### src/rtl/shift_sequencer.sv
// Control FSM for the parallel-load shifter: load, shift N cycles, stream the outgoing bits, and pulse completion.
// Optional rotate mode is enabled with `define SHIFT_SEQ_ROTATE_EN (adds rotate_i).
module shift_sequencer #(
  parameter int BUS_WIDTH = 8,
  parameter int CNT_WIDTH = 4
) (
  input  logic                 clk,
  input  logic                 rst,
  input  logic                 start_i,
  input  logic                 dir_i,
  input  logic [CNT_WIDTH-1:0] count_i,
  input  logic                 fill_i,
  input  logic                 abort_i,
`ifdef SHIFT_SEQ_ROTATE_EN
  input  logic                 rotate_i,
`endif
  input  logic [BUS_WIDTH-1:0] shift_q_i,
  output logic                 select1_o,
  output logic                 select2_o,
  output logic                 dataR_o,
  output logic                 dataL_o,
  output logic                 ready_o,
  output logic                 ser_o,
  output logic                 ser_valid_o,
  output logic                 done_o,
  output logic                 aborted_o
);

  localparam int IDX_W = $clog2(BUS_WIDTH);
  localparam logic [CNT_WIDTH-1:0] MAX_CNT = CNT_WIDTH'(BUS_WIDTH);

  typedef enum logic [1:0] {
    IDLE  = 2'd0,
    LOAD  = 2'd1,
    SHIFT = 2'd2,
    DONE  = 2'd3
  } state_t;

  state_t               state, next_state;
  logic [CNT_WIDTH-1:0] cnt, next_cnt;
  logic                 dir, next_dir;
  logic                 fill, next_fill;
  logic                 data_r, data_l;
  logic                 next_sel1, next_sel2, next_data_r, next_data_l;
  logic                 next_ready, next_ser_valid, next_done, next_aborted;
  logic [IDX_W-1:0]     out_idx;
  logic                 out_bit;
`ifdef SHIFT_SEQ_ROTATE_EN
  logic                 rot, next_rot;
`endif

  // Next-state and command capture
  always_comb begin
    next_state   = state;
    next_cnt     = cnt;
    next_dir     = dir;
    next_fill    = fill;
    next_aborted = 1'b0;
`ifdef SHIFT_SEQ_ROTATE_EN
    next_rot     = rot;
`endif
    case (state)
      IDLE: begin
        if (start_i) begin
          next_state = LOAD;
          next_dir   = dir_i;
          next_fill  = fill_i;
          next_cnt   = (count_i > MAX_CNT) ? MAX_CNT : count_i;
`ifdef SHIFT_SEQ_ROTATE_EN
          next_rot   = rotate_i;
`endif
        end else begin
          next_state = IDLE;
        end
      end
      LOAD: begin
        if (abort_i) begin
          next_state   = IDLE;
          next_aborted = 1'b1;
          next_cnt     = '0;
        end else if (cnt != '0) begin
          next_state = SHIFT;
        end else begin
          next_state = DONE;
        end
      end
      SHIFT: begin
        if (abort_i) begin
          next_state   = IDLE;
          next_aborted = 1'b1;
          next_cnt     = '0;
        end else begin
          next_cnt   = cnt - CNT_WIDTH'(1);
          next_state = (cnt == CNT_WIDTH'(1)) ? DONE : SHIFT;
        end
      end
      DONE: begin
        next_state = IDLE;
      end
      default: begin
        next_state = IDLE;
        next_cnt   = '0;
      end
    endcase
  end

  // Registered outputs are a pure function of the state being entered
  always_comb begin
    next_sel1      = 1'b0;
    next_sel2      = 1'b0;
    next_data_r    = 1'b0;
    next_data_l    = 1'b0;
    next_ready     = 1'b0;
    next_ser_valid = 1'b0;
    next_done      = 1'b0;
    case (next_state)
      IDLE:  next_ready = 1'b1;
      LOAD:  next_sel2  = 1'b1;
      SHIFT: begin
        next_sel1      = 1'b1;
        next_sel2      = next_dir;
        next_ser_valid = 1'b1;
        next_data_l    = next_dir & next_fill;
        next_data_r    = ~next_dir & next_fill;
      end
      DONE:    next_done  = 1'b1;
      default: next_ready = 1'b1;
    endcase
  end

  // State, command and output registers
  always_ff @(posedge clk or posedge rst) begin
    if (rst) begin
      state       <= IDLE;
      cnt         <= '0;
      dir         <= 1'b0;
      fill        <= 1'b0;
      select1_o   <= 1'b0;
      select2_o   <= 1'b0;
      data_r      <= 1'b0;
      data_l      <= 1'b0;
      ready_o     <= 1'b1;
      ser_valid_o <= 1'b0;
      done_o      <= 1'b0;
      aborted_o   <= 1'b0;
`ifdef SHIFT_SEQ_ROTATE_EN
      rot         <= 1'b0;
`endif
    end else begin
      state       <= next_state;
      cnt         <= next_cnt;
      dir         <= next_dir;
      fill        <= next_fill;
      select1_o   <= next_sel1;
      select2_o   <= next_sel2;
      data_r      <= next_data_r;
      data_l      <= next_data_l;
      ready_o     <= next_ready;
      ser_valid_o <= next_ser_valid;
      done_o      <= next_done;
      aborted_o   <= next_aborted;
`ifdef SHIFT_SEQ_ROTATE_EN
      rot         <= next_rot;
`endif
    end
  end

  // The outgoing bit only exists in the shifter during the shifting cycle,
  // so it is taken straight from shift_q_i and gated by the registered valid.
  assign out_idx = dir ? '0 : IDX_W'(BUS_WIDTH - 1);
  assign out_bit = shift_q_i[out_idx];
  assign ser_o   = ser_valid_o & out_bit;

`ifdef SHIFT_SEQ_ROTATE_EN
  assign dataR_o = rot ? (ser_valid_o & ~dir & out_bit) : data_r;
  assign dataL_o = rot ? (ser_valid_o & dir & out_bit) : data_l;
`else
  assign dataR_o = data_r;
  assign dataL_o = data_l;
`endif

endmodule

### config.mk
export PLATFORM = sky130hd
export DESIGN_NAME = shift_sequencer
export DESIGN_NICKNAME = d
export VERILOG_FILES = /design/src/rtl/shift_sequencer.sv
export SDC_FILE = /design/constraint.sdc
export NUM_CORES = 1
export LEC_CHECK = 0
export ABC_CLOCK_PERIOD_IN_PS = 1650
export BUFFER_PORTS_ARGS = -buffer_cell sky130_fd_sc_hd__buf_2
export CAP_MARGIN = 30
export CORE_ASPECT_RATIO = 0.75
export CORE_MARGIN = 8
export CORE_UTILIZATION = 44
export DETAILED_ROUTE_END_ITERATION = 7
export GPL_TIMING_DRIVEN = 0
export HOLD_SLACK_MARGIN = 0.03
export PLACE_DENSITY = 0.69
export SYNTH_ARGS = -nofsm -noshare
export SYNTH_HDL_FRONTEND = slang
export SYNTH_SLANG_ARGS = --single-unit
### constraint.sdc
create_clock -name clk -period 1.65 [get_ports clk]
set_clock_uncertainty 0.05 [all_clocks]
set_input_delay 0.0825 -clock clk [delete_from_list [all_inputs] [get_ports clk]]
set_output_delay 0.0825 -clock clk [all_outputs]
set_load 0.02 [all_outputs]
==> results.py <==
metrics = {
    "clock_network": {
        "cts_buffer_depth": 2,
        "htreeDepth": 1,
        "cts_buffers": 3,
        "cts_tree": "yes",
        "clock_sinks": 15,
        "clock_latency_ps": 280,
        "root_buffer": "clkbuf_4",
        "path_clk_slew_ps": 80,
    },
    "die": {
        "die_x_um": 67.5,
        "core_mm2": 0.00194,
        "io_pins": 27,
        "dieArea_mm2": 0.00369,
        "rows": 14,
        "start_util": 0.450,
        "die_y_um": 54.6,
    },
    "logic_synthesis": {
        "syn_nets": 104,
        "synth_edf_count": 0,
        "synth.area.top_cells": "dfrtp_1, ha_1, inv_1",
        "synthMostInstantiatedCell": "dfrtp_1",
        "synth.distinct_cells": 30,
        "yosysTopAreaCellShare": 0.400,
        "synthFlopType": "dfrtp_1",
        "synthesis.instances": 75,
        "synth_largest_area_cell": "dfrtp_1",
        "async_flop_share": 1.00,
        "synth_common_cells": "dfrtp_1, ha_1, inv_1, mux2i_1, nor2_1",
        "ys_seq_area_frac": 0.430,
        "ys_ff_latch": 15,
        "netlist_area_um2": 876,
        "avgSynthCellArea_um2": 11.7,
        "ys_warn_count": 0,
    },
    "worst_setup_path": {
        "cpMostUsedCell": "o21a_1",
        "worstPathCellList": "inv_2 > ha_4 > a22oi_2 > nor4_2 > mux2i_1 > ha_2 > o21a_1 > o21a_1",
        "critPathLaunchType": "flip-flop",
        "crit_family": "flip-flops",
        "arrival_ps": 1920,
        "critPathBufInv": 1,
        "cp.required_ps": 1780,
        "critPathSlowestCell": "dfrtp_1",
        "critPathKind": "flip-flop to flip-flop",
        "endpoint_kind": "flip-flop",
        "crit_fanout": 3,
        "slowest_delay_ps": 400,
    },
    "timing": {
        "fin_crit_ps": 1790,
        "whs_ps": 58.9,
        "relSlewSlack": 0.632,
        "final_hold_viol_count": 0,
        "tightest_slew_ps": 551,
        "finalCritPeriodShare": 1.09,
        "rsz0062_at_grt": "true",
        "setup_viol": 5,
        "slew_violations": 0,
        "fmax_mhz": 558,
        "fin_ws_ps": -144,
    },
    "outcome": {
        "violations": "negative setup slack",
        "status": "complete, but fails checks",
    },
    "place": {
        "portBuffers": 20,
        "pre_cts_slack_ps": -319,
        "hpwl_um": 1380,
        "place_congestion": 0.829,
    },
    "global_route": {
        "grt_max_degree": 16,
        "grt_use_met1": 0.121,
        "use_met3": 0.0532,
        "grt_pass1_wl_um": 2930,
        "grt.total_usage": 0.106,
        "grt_most_used_layer": "met2",
        "gr-usage-met2": 0.174,
        "first_global_vias": 659,
        "grt_remaining_overflow": 0,
        "antenna_found_initial": 0,
    },
    "final_layout": {
        "layout.nets": 135,
        "utilization": 0.602,
        "drive_gt1_frac": 0.505,
        "area_growth_pct": 33.7,
        "antenna_cells": 0,
    },
    "power_and_ir_drop": {
        "power_density_mw_per_mm2": 1190,
        "p_total_mw": 1.39,
        "ir_drop_uv": 627,
        "p_leak_nw": 0.577,
    },
    "drt": {
        "first_iter_violations": 22,
        "vias": 646,
        "wirelength_um": 1900,
        "ant_nets": 0,
        "routedWlPerCell_um": 14.7,
        "vias_per_cell": 5.01,
        "drc": 0,
        "dr.pass1.iters": 4,
    },
    "job": {
        "maxCapViolCount": 0,
    },
    "hold_path": {
        "hp-class": "input port to flip-flop",
    },
}
-- worst min-delay path: stages --
cell and delay [ps]:
buf_2 70, a32oi_1 50, o22ai_1 140
-- logic make-up after synthesis --
group	after synthesis	share of synthesized area
buf+inv	11	0.0514
mux	5	0.0600
flops	15	0.430
fa+ha+maj	11	0.157
simple gates	18	0.144
compound gates	15	0.157
-- per-layer routing --
layer / vias to the layer above / wire length (um)
met3: 4 / 111
met4: 0 / 18
met2: 14 / 951
met1: 304 / 818
li1: 324 / -
met5: - / 0
-- report_power, final --
part	internal [mW]	switching [mW]	leakage (nW)
logic	0.335	0.343	0.366
registers	0.455	0.0577	0.196
clock network	0.0939	0.110	0.0150
total	0.884	0.511	0.577
-- state kept, by name, summed over array words and instances, names as in the netlist --
signal and flops:
done_o 1, dir 1, select2_o 1, aborted_o 1
fill 1, dataL_o 1, dataR_o 1, state 2
cnt 4, ready_o 1, ser_valid_o 1
-- what timing repair did --
| item | CTS | global route |
|---|---|---|
| hold buffers | 1 | 0 |
| resized for setup | 8 | 6 |
| pin swaps | 3 | 4 |
| endpoints found under the hold margin | 14 | 0 |
| setup endpoints to repair | 8 | 7 |
| buffers inserted | 4 | 1 |
-- worst paths after layout --
path | cells past startpoint | startpoint | endpoint | slack, ps
setup / recovery | 8 | state[0]$_DFF_PP0_ | select2_o$_DFF_PP0_ | -140
setup reg to reg | 8 | state[0]$_DFF_PP0_ | select2_o$_DFF_PP0_ | -140
max in group asynchronous | 3 | rst | ready_o$_DFF_PP1_ | 850
hold / removal | 3 | count_i[2] | cnt[2]$_DFFE_PP0P_ | 60
min in group asynchronous | 3 | rst | ser_valid_o$_DFF_PP0_ | 330
hold reg to reg | 1 | cnt[1]$_DFFE_PP0P_ | cnt[1]$_DFFE_PP0P_ | 510
-- cell usage in the layout (no fill, tap or decap), types with 2 or more instances in the layout --
master     netlist  final
buf_2            0     20
dfrtp_1         14     14
ha_1            11      6
buf_4            1      6
inv_1           10      5
inv_2            0      5
ha_4             0      4
nor2_1           3      3
clkbuf_4         0      3
a2111oi_4        1      2
o22ai_1          2      2
mux2i_1          3      2
and3_1           2      2
a21boi_0         2      2
or2_2            2      2
o21a_1           2      2
nor2b_1          2      2
-- per-stage QoR --
| step | setup TNS [ps] | area (um^2) | cells |
|---|---|---|---|
| 6_report | -461 | 1170 | 129 |
| 5_1_grt | -1030 | 1170 | 129 |
| 4_1_cts | -368 | 1130 | 128 |
| 3_5_place_dp | -1060 | 1020 | 119 |
| 3_3_place_gp | -767 | 1020 | 119 |
| 2_1_floorplan | -95.5 | 893 | 75 |
-- cell type report --
class | instances | area [um^2]
Multi-Input combinational cell | 49 | 546
Sequential cell | 15 | 377
Clock buffer | 4 | 26.3
Buffer | 1 | 7.51
Fill cell | 153 | 773
Timing Repair Buffer | 26 | 148
Tap cell | 24 | 30.0
Inverter | 10 | 37.5
(Power assumes the default switching activity.)
